### src/rtl/pipeline_stall_controller.sv
// pipeline_stall_controller
//
// Central stall/flush sequencer for the 5-stage RISC-V pipeline. Three events
// compete for the pipeline each cycle: data-memory wait (freeze), a taken
// branch/jump resolved in EX, and a load-use hazard. The highest-priority event
// decides the pipeline-register enables and the flush/bubble controls.
// A small FSM measures how long the memory wait has lasted and raises a sticky
// timeout flag. Three saturating counters record the cycles each event won.
//
// Ports:
//   clk, reset                  clock, synchronous active-high reset
//   IF_ID_RegisterRs1/Rs2       source registers of the instruction in ID
//   ID_EX_RegisterRd            destination register of the instruction in EX
//   ID_EX_MemRead               instruction in EX is a load
//   EX_BranchTaken              branch/jump in EX resolved taken
//   MEM_Req, MEM_Ready          data-memory request / completion in MEM
//   counters_clear              clears the performance counters and mem_timeout
//   PCWrite, IF_ID_Write        PC and IF/ID update enables
//   IF_ID_Flush, ID_EX_Flush    NOP into IF/ID, bubble into ID/EX
//   EX_MEM_Write                ID/EX and EX/MEM update enable
//   MEM_WB_Bubble               bubble into MEM/WB
//   mem_timeout                 sticky flag: memory wait reached MEM_TIMEOUT
//   load_use_cnt, flush_cnt,
//   mem_wait_cnt                saturating performance counters
module pipeline_stall_controller #(
  parameter int CNT_W       = 32,
  parameter int MEM_TIMEOUT = 64
) (
  input  logic             clk,
  input  logic             reset,
  input  logic [4:0]       IF_ID_RegisterRs1,
  input  logic [4:0]       IF_ID_RegisterRs2,
  input  logic [4:0]       ID_EX_RegisterRd,
  input  logic             ID_EX_MemRead,
  input  logic             EX_BranchTaken,
  input  logic             MEM_Req,
  input  logic             MEM_Ready,
  input  logic             counters_clear,
  output logic             PCWrite,
  output logic             IF_ID_Write,
  output logic             IF_ID_Flush,
  output logic             ID_EX_Flush,
  output logic             EX_MEM_Write,
  output logic             MEM_WB_Bubble,
  output logic             mem_timeout,
  output logic [CNT_W-1:0] load_use_cnt,
  output logic [CNT_W-1:0] flush_cnt,
  output logic [CNT_W-1:0] mem_wait_cnt
);

  // Wide enough to hold the value MEM_TIMEOUT itself.
  localparam int WAIT_W = $clog2(MEM_TIMEOUT + 1);
  localparam logic [WAIT_W-1:0] WAIT_LIMIT = WAIT_W'(MEM_TIMEOUT);
  localparam logic [WAIT_W-1:0] WAIT_ONE   = WAIT_W'(1);
  localparam logic [WAIT_W-1:0] WAIT_ZERO  = WAIT_W'(0);

  localparam logic [0:0] ST_RUN      = 1'b0;
  localparam logic [0:0] ST_MEM_WAIT = 1'b1;

  logic              freeze_s;
  logic              load_use_s;
  logic              win_freeze_s;
  logic              win_branch_s;
  logic              win_load_use_s;
  logic [0:0]        state_r;
  logic [0:0]        state_next_s;
  logic [WAIT_W-1:0] wait_ctr_r;
  logic [WAIT_W-1:0] wait_next_s;
  logic              timeout_set_s;
  logic              mem_timeout_r;
  logic [CNT_W-1:0]  load_use_cnt_r;
  logic [CNT_W-1:0]  flush_cnt_r;
  logic [CNT_W-1:0]  mem_wait_cnt_r;

  // Increment by one unless already at all-ones.
  function automatic logic [CNT_W-1:0] sat_inc(input logic [CNT_W-1:0] cnt,
                                               input logic             en);
    if (en && (cnt != {CNT_W{1'b1}})) begin
      return cnt + CNT_W'(1);
    end else begin
      return cnt;
    end
  endfunction

  // Event detection and priority resolution (reset is handled separately).
  always_comb begin
    freeze_s   = MEM_Req & ~MEM_Ready;
    // x0 is hardwired to zero, so a load into it never creates a hazard.
    load_use_s = ID_EX_MemRead & (ID_EX_RegisterRd != 5'd0) &
                 ((ID_EX_RegisterRd == IF_ID_RegisterRs1) |
                  (ID_EX_RegisterRd == IF_ID_RegisterRs2));
    win_freeze_s   = freeze_s;
    win_branch_s   = ~freeze_s & EX_BranchTaken;
    win_load_use_s = ~freeze_s & ~EX_BranchTaken & load_use_s;
  end

  // Pipeline control outputs, same-cycle from the winning event.
  always_comb begin
    PCWrite       = 1'b1;
    IF_ID_Write   = 1'b1;
    IF_ID_Flush   = 1'b0;
    ID_EX_Flush   = 1'b0;
    EX_MEM_Write  = 1'b1;
    MEM_WB_Bubble = 1'b0;
    if (reset) begin
      PCWrite       = 1'b0;
      IF_ID_Write   = 1'b0;
      IF_ID_Flush   = 1'b1;
      ID_EX_Flush   = 1'b1;
      EX_MEM_Write  = 1'b0;
      MEM_WB_Bubble = 1'b1;
    end else if (win_freeze_s) begin
      // Whole pipeline holds; branch/load-use stay in place and are seen again
      // once memory completes.
      PCWrite       = 1'b0;
      IF_ID_Write   = 1'b0;
      EX_MEM_Write  = 1'b0;
      MEM_WB_Bubble = 1'b1;
    end else if (win_branch_s) begin
      // The instructions in IF and ID are wrong-path: both are squashed.
      IF_ID_Flush   = 1'b1;
      ID_EX_Flush   = 1'b1;
    end else if (win_load_use_s) begin
      PCWrite       = 1'b0;
      IF_ID_Write   = 1'b0;
      ID_EX_Flush   = 1'b1;
    end else begin
      PCWrite       = 1'b1;
    end
  end

  // Memory-wait FSM next state and wait-duration counter.
  always_comb begin
    state_next_s = ST_RUN;
    wait_next_s  = WAIT_ZERO;
    case (state_r)
      ST_RUN: begin
        if (freeze_s) begin
          state_next_s = ST_MEM_WAIT;
          wait_next_s  = WAIT_ONE;
        end else begin
          state_next_s = ST_RUN;
          wait_next_s  = WAIT_ZERO;
        end
      end
      ST_MEM_WAIT: begin
        if (freeze_s) begin
          state_next_s = ST_MEM_WAIT;
          wait_next_s  = (wait_ctr_r == WAIT_LIMIT) ? wait_ctr_r : (wait_ctr_r + WAIT_ONE);
        end else begin
          state_next_s = ST_RUN;
          wait_next_s  = WAIT_ZERO;
        end
      end
      default: begin
        state_next_s = ST_RUN;
        wait_next_s  = WAIT_ZERO;
      end
    endcase
    // Raised on the edge where the count becomes MEM_TIMEOUT.
    timeout_set_s = freeze_s & (wait_next_s == WAIT_LIMIT);
  end

  // FSM state, wait counter, sticky timeout and performance counters.
  always_ff @(posedge clk) begin
    if (reset) begin
      state_r        <= ST_RUN;
      wait_ctr_r     <= WAIT_ZERO;
      mem_timeout_r  <= 1'b0;
      load_use_cnt_r <= {CNT_W{1'b0}};
      flush_cnt_r    <= {CNT_W{1'b0}};
      mem_wait_cnt_r <= {CNT_W{1'b0}};
    end else begin
      state_r    <= state_next_s;
      wait_ctr_r <= wait_next_s;
      if (counters_clear) begin
        mem_timeout_r  <= 1'b0;
        load_use_cnt_r <= {CNT_W{1'b0}};
        flush_cnt_r    <= {CNT_W{1'b0}};
        mem_wait_cnt_r <= {CNT_W{1'b0}};
      end else begin
        mem_timeout_r  <= mem_timeout_r | timeout_set_s;
        load_use_cnt_r <= sat_inc(load_use_cnt_r, win_load_use_s);
        flush_cnt_r    <= sat_inc(flush_cnt_r, win_branch_s);
        mem_wait_cnt_r <= sat_inc(mem_wait_cnt_r, win_freeze_s);
      end
    end
  end

  assign mem_timeout  = mem_timeout_r;
  assign load_use_cnt = load_use_cnt_r;
  assign flush_cnt    = flush_cnt_r;
  assign mem_wait_cnt = mem_wait_cnt_r;

endmodule

### config.mk
export PLATFORM = sky130hd
export DESIGN_NAME = pipeline_stall_controller
export DESIGN_NICKNAME = d
export VERILOG_FILES = /design/src/rtl/pipeline_stall_controller.sv
export SDC_FILE = /design/constraint.sdc
export NUM_CORES = 1
export LEC_CHECK = 0
export ABC_AREA = 0
export CORE_UTILIZATION = 40
export DETAILED_ROUTE_END_ITERATION = 10
export GPL_TIMING_DRIVEN = 0
export PLACE_DENSITY = 0.73
export SKIP_CTS_REPAIR_TIMING = 1
export SLEW_MARGIN = 20
export SYNTH_ARGS = -nofsm -noshare
export SYNTH_HDL_FRONTEND = slang
export SYNTH_SLANG_ARGS = --single-unit
### constraint.sdc
create_clock -name clk -period 2.22 [get_ports clk]
set_clock_uncertainty 0.05 [all_clocks]
set_input_delay 0.333 -clock clk [delete_from_list [all_inputs] [get_ports clk]]
set_output_delay 0.333 -clock clk [all_outputs]
set_load 0.05 [all_outputs]
==> results.py <==
metrics = {
    "worst_setup_path": {
        "worst_setup_path_end_kind": "output pin",
        "critPathTopFamily": "simple AND/OR/NAND/NOR gates",
        "timing.rr.end": "mem_wait_cnt[30]",
        "required_ns": 1.84,
        "arrival_ns": 1.97,
        "rr_worst_depth": 7,
        "crit_top_cell": "buf_8",
        "crit_path_cell_trace": "buf_8 > or4_4 > o2111ai_4 > or2_4 > buf_8 > buf_8 > nand2b_4 > buf_6",
        "r2r_start": "mem_wait_cnt[27]",
        "worstSetupPathType": "in -> out",
        "r2r_setup_slack_ns": 0.05,
        "slowest_stage": "or4_4",
        "startpoint_type": "input pin",
        "cp_max_fo": 10,
        "cp_num_buf_inv": 4,
        "critPathMaxStageDelay_ns": 0.55,
    },
    "detailed_routing": {
        "wirelength_um": 15700,
        "first_pass_iters": 4,
        "initialDrtViolationCount": 473,
        "detail_route.vias_per_cell": 5.58,
        "wl_per_cell_um": 16.1,
        "ant_nets": 0,
        "drc": 0,
        "vias": 5443,
    },
    "finish": {
        "syn_to_final_growth_pct": 44.7,
        "post-route-util_pct": 60.3,
        "finalNonFillerCells": 976,
        "drive_gt1_share_pct": 21.4,
        "final_cell_mix": "100 x clkdlybuf4s50_1, 78 x nor2_1, 51 x nand2_1",
        "nNetsFinal": 825,
        "final_common_cell": "clkdlybuf4s50_1",
        "n_fill_cell": 1087,
    },
    "logic_synthesis": {
        "netlist_area_um2": 5350,
        "async_reset_ff_share_pct": 0,
        "yosysSeqAreaShare_pct": 39.3,
        "syn_inst": 638,
        "synth_seq_cells": 105,
        "syn-mean-instance-area_um2": 8.38,
        "synth_cell_types": 63,
        "yosysWarnings": 0,
        "synth_fp_nets": 665,
        "synth_edf_count": 0,
        "synth_ff_type": "dfxtp_1",
    },
    "sta": {
        "hold-worst-slack_ns": 0.415,
        "tightestPinTransition_ns": 0.698,
        "final.setup.worst_slack_ns": -0.134,
        "slew_viol_final": 0,
        "fin_crit_ns": 2.35,
        "relSlewSlack_pct": 53.0,
        "hold_viol": 0,
        "rsz0062_at_grt": "yes",
        "fin_crit_sh_pct": 106,
        "setup_violations": 3,
        "max_clock_freq_mhz": 425,
    },
    "job": {
        "maxCapViolCount": 0,
    },
    "clock_network": {
        "root_buffer": "clkbuf_16",
        "cts_tree": "done",
        "cts_sinks": 105,
        "cts.htree.levels": 3,
        "clock_path_buffers": 2,
        "cts_made_buffers": 9,
        "clkSlewWorstSetupHoldPaths_ns": 0.07,
        "clkLatencyLatePin_ns": 0.35,
    },
    "worst_hold_path": {
        "whs_endpoint": "state_r",
        "hold_path_class": "in -> reg",
        "hold_start": "MEM_Req",
        "whs_path_depth": 4,
    },
    "pwr": {
        "p_leak_nw": 2.70,
        "power.density_nw_per_um2": 493,
        "ir_worst_vdd_v": 0.000333,
    },
    "global_route": {
        "track_usage_pct": 21.5,
        "overflow": 0,
        "antenna_found_initial": 1,
        "grt_pass1_vias": 4997,
        "grt_pass1_wl_um": 24400,
        "grt_start_max_net_pins": 17,
    },
    "floorplanning": {
        "fp.dieH_um": 118,
        "rows": 41,
        "design.core.area_um2": 12800,
        "fp.dieArea_um2": 13800,
        "io_pins": 125,
        "die_w_um": 118,
        "initial_core_util_pct": 41.7,
    },
    "run_status": {
        "violations": "negative setup slack",
        "status": "finished, violations left",
    },
    "place": {
        "dp.cells": 934,
        "dpl.hpwl_um": 11000,
        "gp_congestion": 0.826,
        "port_buffers": 124,
    },
}
## kinds of logic (layout without fill, tap and decap cells)
| group | count (synthesis) | after routing | synth area share [%] |
|---|---|---|---|
| xor+xnor | 70 | 70 | 11.5 |
| other cells | 0 | 1 | 0 |
| simple gates | 331 | 331 | 33.5 |
| compound gates | 84 | 84 | 9.95 |
| fa+ha+maj | 5 | 5 | 1.17 |
| buf+inv | 37 | 202 | 3.42 |
| flops | 105 | 105 | 39.3 |
| mux | 6 | 6 | 1.12 |
## worst max-delay path by stage
stage / start / end / slack (ns) / cells past startpoint
after floorplan: ID_EX_RegisterRd[1] / PCWrite / -0.16 / 5
after global placement: MEM_Ready / ID_EX_Flush / -1.56 / 9
after detailed placement: MEM_Ready / ID_EX_Flush / -1.58 / 9
after CTS: MEM_Ready / ID_EX_Flush / -1.59 / 9
after global routing: ID_EX_RegisterRd[4] / ID_EX_Flush / -0.16 / 8
final: ID_EX_RegisterRd[4] / ID_EX_Flush / -0.13 / 8
## layer usage
metal | vias up | part of all wire, % | wire length [um] | track usage, %
met2 | 196 | 48 | 7480 | 34.8
met4 | 0 | 1.1 | 168 | 6.97
met3 | 14 | 6.3 | 989 | 5.28
met1 | 2594 | 45 | 7090 | 27.9
li1 | 2639 | - | - | -
met5 | - | 0 | 0 | 0
## report_power, final
part | leakage, nW | internal, mW | switching [mW]
Clock | 0.147 | 0.988 | 0.709
Sequential | 0.881 | 1.87 | 0.00466
Combinational | 1.67 | 0.0990 | 0.146
Total | 2.70 | 2.95 | 0.860
## layout make-up
cell class / instances / area [um2] / area share [%]
inverter: 13 / 48.8 / 0.631
tap: 172 / 215 / 2.78
buffer: 20 / 140 / 1.81
multi-input combinational: 496 / 3300 / 42.7
clock buffer: 11 / 233 / 3.01
sequential: 105 / 2220 / 28.7
clock inverter: 5 / 80.1 / 1.04
timing repair buffer: 153 / 1500 / 19.4
antenna: 1 / 2.50 / 0.0323
## flip-flops by register name, summed over array words and instances, names as in the netlist
signal        count
flush_cnt        32
load_use_cnt     32
mem_wait_cnt     32
wait_ctr_r        7
mem_timeout       1
state_r           1
## worst min-delay path: cells and delay by family
kind                   cells  cell delay, ns
AND/OR/NAND/NOR            2            0.16
buffers and inverters      2            0.28
## cell usage after synthesis (3+ instances only)
master / n / area, um2
a211oi_1: 3 / 22.5
a21oi_1: 29 / 145
a31oi_1: 4 / 25.0
and2_1: 5 / 31.3
and3_1: 19 / 119
and4_1: 7 / 61.3
buf_6: 3 / 33.8
clkbuf_1: 15 / 56.3
dfxtp_1: 105 / 2100
ha_1: 5 / 62.6
inv_1: 13 / 48.8
mux2i_1: 6 / 60.1
nand2_1: 52 / 195
nand2b_1: 4 / 25.0
nand3_1: 40 / 200
nand4_1: 34 / 213
nand4b_1: 3 / 26.3
nor2_1: 82 / 308
nor3_1: 17 / 85.1
nor4_1: 10 / 62.6
o2111ai_1: 4 / 35.0
o211ai_1: 3 / 22.5
o21a_1: 3 / 22.5
o21ai_0: 15 / 75.1
o31ai_1: 11 / 82.6
or2_2: 4 / 25.0
or3_1: 18 / 113
or4_1: 15 / 113
xnor2_1: 20 / 175
xor2_1: 50 / 438
## metrics by stage
stage	TNS [ns]	setup slack [ns]	power, mW	cell area [um2]
finish	-0.229	-0.134	3.81	7740
detailed placement	-46.76	-1.58	2.13	6940
floorplan	-0.161	-0.161	2.03	5480
global placement	-43.02	-1.56	2.13	6940
CTS	-23.20	-1.59	3.81	7250
global route	-0.515	-0.157	3.93	7740
No activity file was read; power rests on OpenSTA's default activity.
